==> config.mk <==
export PLATFORM = sky130hd
export DESIGN_NAME = gba_lcd_writer
export DESIGN_NICKNAME = d
export VERILOG_FILES = /design/src/rtl/gba_video_pkg.sv /design/src/rtl/gba_lcd_fifo.sv /design/src/rtl/gba_lcd_writer.sv
export SDC_FILE = /design/constraint.sdc
export NUM_CORES = 1
export LEC_CHECK = 0
export ABC_CLOCK_PERIOD_IN_PS = 4500
export BUFFER_PORTS_ARGS = -buffer_cell sky130_fd_sc_hd__buf_2
export CORE_ASPECT_RATIO = 1.75
export CORE_MARGIN = 1
export CORE_UTILIZATION = 35
export DETAILED_ROUTE_END_ITERATION = 8
export PLACE_DENSITY = 0.55
export SLEW_MARGIN = 10
export SYNTH_ARGS = -nofsm -noshare
export SYNTH_HDL_FRONTEND = slang
export SYNTH_HIERARCHICAL = 1
export SYNTH_SLANG_ARGS = --single-unit
==> constraint.sdc <==
create_clock -name clk -period 4.5 [get_ports clk]
set_input_delay 0.225 -clock clk [delete_from_list [all_inputs] [get_ports clk]]
set_output_delay 0.225 -clock clk [all_outputs]
set_load 0.01 [all_outputs]
==> src/rtl/gba_video_pkg.sv <==
// Shared GBA video types, screen geometry and the BGR555 -> RGB6 colour conversion.
// GBA_LCD_DARKEN_EN selects LCD-style darkening of each channel instead of plain bit replication.
package gba_video_pkg;

  localparam int GBA_WIDTH  = 240;
  localparam int GBA_HEIGHT = 160;

  typedef struct packed {
    logic [4:0] b;
    logic [4:0] g;
    logic [4:0] r;
  } bgr555_t;

  typedef struct packed {
    logic [5:0] r;
    logic [5:0] g;
    logic [5:0] b;
  } rgb6_t;

  // FIFO entry: start-of-frame marker alongside the raw pixel.
  typedef struct packed {
    logic    sof;
    bgr555_t pix;
  } lcd_entry_t;

  function automatic logic [5:0] expand_c5(input logic [4:0] c5);
    logic [5:0] r6;
    r6 = {c5, c5[4]};
`ifdef GBA_LCD_DARKEN_EN
    return r6 - (r6 >> 3);
`else
    return r6;
`endif
  endfunction

  function automatic rgb6_t bgr555_to_rgb6(input bgr555_t p);
    rgb6_t o;
    o.r = expand_c5(p.r);
    o.g = expand_c5(p.g);
    o.b = expand_c5(p.b);
    return o;
  endfunction

endpackage

==> src/rtl/gba_lcd_fifo.sv <==
// Synchronous FIFO with a registered occupancy count and full/empty flags.
// Storage is a plain array without reset so it maps onto distributed RAM.
module gba_lcd_fifo #(
  parameter int WIDTH = 16,
  parameter int DEPTH = 16
) (
  input  logic             clk,
  input  logic             resetn,
  input  logic             push,
  input  logic [WIDTH-1:0] push_data,
  input  logic             pop,
  output logic [WIDTH-1:0] pop_data,
  output logic             full,
  output logic             empty
);

  localparam int AW = $clog2(DEPTH);

  logic [WIDTH-1:0] mem [DEPTH];
  logic [AW-1:0]    wr_ptr;
  logic [AW-1:0]    rd_ptr;
  logic [AW:0]      count;
  logic             do_push;
  logic             do_pop;

  assign full     = (count == (AW+1)'(DEPTH));
  assign empty    = (count == '0);
  assign do_push  = push && !full;
  assign do_pop   = pop && !empty;
  assign pop_data = mem[rd_ptr];

  always_ff @(posedge clk) begin
    if (do_push) begin
      mem[wr_ptr] <= push_data;
    end
  end

  always_ff @(posedge clk) begin
    if (!resetn) begin
      wr_ptr <= '0;
      rd_ptr <= '0;
      count  <= '0;
    end else begin
      if (do_push) begin
        wr_ptr <= wr_ptr + 1'b1;
      end
      if (do_pop) begin
        rd_ptr <= rd_ptr + 1'b1;
      end
      case ({do_push, do_pop})
        2'b10:   count <= count + 1'b1;
        2'b01:   count <= count - 1'b1;
        default: count <= count;
      endcase
    end
  end

endmodule

==> src/rtl/gba_lcd_writer.sv <==
// Buffers the PPU BGR555 pixel stream and writes RGB6 pixels with (x,y) into the frame buffer.
// Colour path honours GBA_LCD_DARKEN_EN (see gba_video_pkg); latency is the same either way.
module gba_lcd_writer
  import gba_video_pkg::*;
#(
  parameter int FIFO_DEPTH = 16,
  parameter int WIDTH      = GBA_WIDTH,
  parameter int HEIGHT     = GBA_HEIGHT
) (
  input  logic        clk,
  input  logic        resetn,
  input  logic        in_valid,
  output logic        in_ready,
  input  logic [14:0] in_data,
  input  logic        in_sof,
  input  logic        sink_busy,
  output logic        pixel_we,
  output logic [7:0]  pixel_x,
  output logic [7:0]  pixel_y,
  output logic [17:0] pixel_data,
  output logic        frame_done,
  output logic        resync_err
);

  // Handshake: a pixel transfers on every rising edge where in_valid & in_ready;
  // in_valid may not depend on in_ready, and in_ready only reflects the registered
  // FIFO count, so a pop in the same cycle never opens a slot early.

  lcd_entry_t push_entry;
  lcd_entry_t head;
  logic       fifo_full;
  logic       fifo_empty;
  logic       push;
  logic       pop;

  logic [7:0] next_x;
  logic [7:0] next_y;
  logic [7:0] cur_x;
  logic [7:0] cur_y;
  logic [7:0] adv_x;
  logic [7:0] adv_y;
  logic       at_line_end;
  logic       at_frame_end;
  logic       sof_bad;

  assign in_ready       = resetn && !fifo_full;
  assign push           = in_valid && in_ready;
  assign pop            = !fifo_empty && !sink_busy;
  assign push_entry.sof = in_sof;
  assign push_entry.pix = bgr555_t'(in_data);

  gba_lcd_fifo #(
    .WIDTH ($bits(lcd_entry_t)),
    .DEPTH (FIFO_DEPTH)
  ) u_fifo (
    .clk       (clk),
    .resetn    (resetn),
    .push      (push),
    .push_data (push_entry),
    .pop       (pop),
    .pop_data  (head),
    .full      (fifo_full),
    .empty     (fifo_empty)
  );

  // Position of the head pixel: sof forces (0,0), otherwise the tracked next position.
  always_comb begin
    cur_x        = next_x;
    cur_y        = next_y;
    adv_x        = '0;
    adv_y        = '0;
    at_line_end  = 1'b0;
    at_frame_end = 1'b0;
    sof_bad      = 1'b0;
    if (head.sof) begin
      cur_x   = '0;
      cur_y   = '0;
      sof_bad = (next_x != '0) || (next_y != '0);
    end
    at_line_end  = (cur_x == 8'(WIDTH - 1));
    at_frame_end = at_line_end && (cur_y == 8'(HEIGHT - 1));
    if (!at_line_end) begin
      adv_x = cur_x + 8'd1;
      adv_y = cur_y;
    end else if (!at_frame_end) begin
      adv_y = cur_y + 8'd1;
    end
  end

  always_ff @(posedge clk) begin
    if (!resetn) begin
      next_x     <= '0;
      next_y     <= '0;
      pixel_we   <= 1'b0;
      pixel_x    <= '0;
      pixel_y    <= '0;
      pixel_data <= '0;
      frame_done <= 1'b0;
      resync_err <= 1'b0;
    end else begin
      pixel_we   <= pop;
      frame_done <= pop && at_frame_end;
      if (pop) begin
        pixel_x    <= cur_x;
        pixel_y    <= cur_y;
        pixel_data <= bgr555_to_rgb6(head.pix);
        next_x     <= adv_x;
        next_y     <= adv_y;
        resync_err <= resync_err || sof_bad;
      end
    end
  end

endmodule

==> flow_metrics.tcl <==
set metrics [dict create \
    viasPerCell 5.22 \
    placed_area_um2 13700 \
    syn_nets 835 \
    layout-drive-gt1-share 0.255 \
    cts_buffer_depth 3 \
    grt_pass1_wl_mm 45.7 \
    regArea_um2 9030 \
    wl_met1_mm 11.5 \
    clockRootBuffer "clkbuf_16" \
    dpl_worst_slack_ns 1.13 \
    top_layer "met4" \
    fin_nets 894 \
    syn_avg_cell_area_um2 16.0 \
    multi_input_area_um2 3580 \
    yosysSeqAreaShare 0.701 \
    antenna_found_initial 2 \
    synthCells 805 \
    min_to "u_fifo/mem[4][15]$_DFFE_PP_" \
    hold_start "in_sof" \
    clk_latency_ns 0.58 \
    reg2reg_slack_ns 1.17 \
    max-vdd-ir-drop_uv 260 \
    drt-pass1-iter-count 5 \
    synth-seq-cells 323 \
    numCtsBuffers 29 \
    async_reset_ff_frac 0 \
    die_height_um 256 \
    reg2reg_to "next_y[6]$_SDFFE_PN0P_" \
    hp-class "in2reg" \
    initial_core_util 0.356 \
    hold_depth 1 \
    htreeDepth 1 \
    hold_violations 0 \
    wl_per_cell_um 22.2 \
    max_stage_delay_ns 0.58 \
    fin_skew_ns 0.0249 \
    fin_area_um2 14700 \
    period_share 0.741 \
    path_cells "mux4_2 -> a22oi_1 -> nand2_1 -> nor2b_1 -> ha_1 -> nand4b_4 -> or3_1 -> or4_1 -> a31oi_1" \
    cts_tree "done" \
    die_w_um 147 \
    p_per_area_nw_per_um2 482 \
    num_rows 92 \
    num_io_pins 58 \
    synth-edff-count 256 \
    dr_wl_met2_mm 16.8 \
    gr-total-overflow 0 \
    clock-sinks 323 \
    grt_util_all_layers 0.163 \
    crit_required_ns 5.01 \
    finalWorstSetupSlack_ns 1.17 \
    cpMaxStageDelayCell "dfxtp_4" \
    clock.fmax_mhz 300 \
    setup_violations 0 \
    numPortBuffers 57 \
    dr.first_iter.drc_count 443 \
    critPathMaxFanout 18 \
    status "complete, no violations" \
    start_kind "flip-flop" \
    drt_wl_total_mm 30.1 \
    area_growth_pct 13.9 \
    worst_pin_slew_ns 0.985 \
    leakagePower_uw 0.00486 \
    final.setup.tns_ns 0 \
    clk_pin_slew_worst_paths_ns 0.07 \
    netlist_area_um2 12900 \
    relSlewSlack 0.344 \
    grt_max_degree 50 \
    drv_cap 0 \
    synth_warnings 6 \
    hpwl_mm 18.3 \
    num-fill-cells 3350 \
    die_area_um2 37600 \
    yosysUniqueCellTypes 59 \
    crit_path_end_kind "flip-flop" \
    rr_worst_depth 9 \
    grt_setup_unrepaired "no" \
    vias 7090 \
    fin_hold_ws_ns 0.0306 \
    gp_congestion 0.836 \
    synth_ff_type "edfxtp_1" \
    arrival_ns 3.84 \
    grt_pass1_vias 7255 \
    met3_length_mm 1.08 \
    core_area_um2 36100 \
    slew_violations 0 \
    drc 0 \
    period_minus_slack_ns 3.33 \
    final_antenna_net_count 0 \
    total_power_uw 7070 \
    path_class "reg2reg" \
]
==> layer usage <==
metal  vias to the layer above  GRT usage
li1                       3247          -
met1                      3621      0.187
met2                       170      0.307
met3                        52     0.0185
met4                         0     0.0581
met5                         -          0
==> metrics by stage <==
step                       util  cells
after CTS                 0.406   1357
after global placement    0.380   1302
final                     0.406   1358
after global routing      0.406   1358
after floorplan               -    805
after detailed placement  0.380   1302
==> how the worst max path moves through the flow <==
stage	to	slack [ns]	depth (start not counted)
final	next_y[6]$_SDFFE_PN0P_	1.17	9
after global routing	next_y[6]$_SDFFE_PN0P_	0.89	9
after CTS	next_y[6]$_SDFFE_PN0P_	1.13	9
after detailed placement	next_y[6]$_SDFFE_PN0P_	1.13	9
after global placement	next_y[6]$_SDFFE_PN0P_	1.15	9
after floorplan	next_y[6]$_SDFFE_PN0P_	1.0	13
==> flip-flops by register name, indices dropped and copies added, names as in the netlist, named ones only <==
signal and count:
u_fifo/count 5, frame_done 1, pixel_y 8, next_x 8, u_fifo/wr_ptr 4, pixel_we 1
pixel_data 15, u_fifo/rd_ptr 4, resync_err 1, pixel_x 8, u_fifo/mem 256, next_y 8
==> placed cells by master (no fill, tap or decap), types with 6 or more instances in the layout <==
master     synthesis  routed
nor2b_1           17      17
mux4_2            64      64
a31oi_1            7       7
edfxtp_1         256     256
dfxtp_1           67      65
a22oi_1           33      33
clkinv_4           0       6
nor2_2             0      12
ha_1              10      10
buf_4              3      27
nand3_1           15      15
a21oi_1           40      40
o21ai_0           12      12
nor2_1            30      18
o21a_1             6       6
and3_1             6       6
and2_1             9       9
clkbuf_16          0      29
nand2_1           90      90
nor3_1            10       6
clkinv_1           1       8
buf_2              9      57
nor4_1             6       6
==> Yosys cell counts (3+ instances only) <==
cell type	count	share of area
edfxtp_1	256	0.60
and4b_1	3	0.0023
a31oi_1	7	0.0034
and3_1	6	0.0029
clkbuf_1	34	0.0099
o21ai_0	12	0.0047
nand2_1	90	0.026
nor4_1	6	0.0029
mux4_2	64	0.11
o21a_1	6	0.0035
buf_2	9	0.0035
xnor2_1	5	0.0034
nor2b_1	17	0.0083
mux2i_1	4	0.0031
a22oi_1	33	0.019
dfxtp_1	67	0.10
nand2b_1	3	0.0015
nand3b_1	3	0.0017
a21oi_1	40	0.016
nand4b_1	4	0.0027
nand4_1	5	0.0024
nor2_1	30	0.0087
o2111ai_1	3	0.0020
nand3_1	15	0.0058
buf_1	4	0.0012
inv_1	7	0.0020
ha_1	10	0.0097
and2_1	9	0.0044
nor3_1	10	0.0039
buf_6	4	0.0035
buf_4	3	0.0017
==> worst max-delay path: cells and delay by family (launching register included) <==
family	cells	cell delay, ns
and+or+nand+nor	5	1.48
DFF	1	0.58
muxes	1	0.55
AOI/OAI and AO/OA	2	0.37
adders and majority gates	1	0.29
==> report_power, final <==
group | switching (uW) | total [uW] | internal (uW) | leakage (uW)
Sequential | 111 | 3450 | 3340 | 0.00285
Clock | 1120 | 2430 | 1310 | 0.000454
Combinational | 704 | 1190 | 481 | 0.00155
==> cell type report <==
type,count,area share
inverter,9,0.00230
timing repair buffer,85,0.0339
tap,470,0.0401
clock buffer,30,0.0497
multi-input combinational,416,0.244
clock inverter,24,0.0143
antenna,1,0.000171
sequential,323,0.616
==> timing repair <==
item,CTS,global route
hold buffers,1,0
endpoints found under the hold margin,16,0
setup buffers,0,0
gates resized for setup,0,0
==> logic make-up after synthesis <==
logic type	share of synthesized area
compound gates	0.0632
xor+xnor	0.00408
fa+ha+maj	0.00972
buf+inv	0.0250
flops	0.701
mux	0.115
simple gates	0.0819
Power figures use the tool's default switching activity.
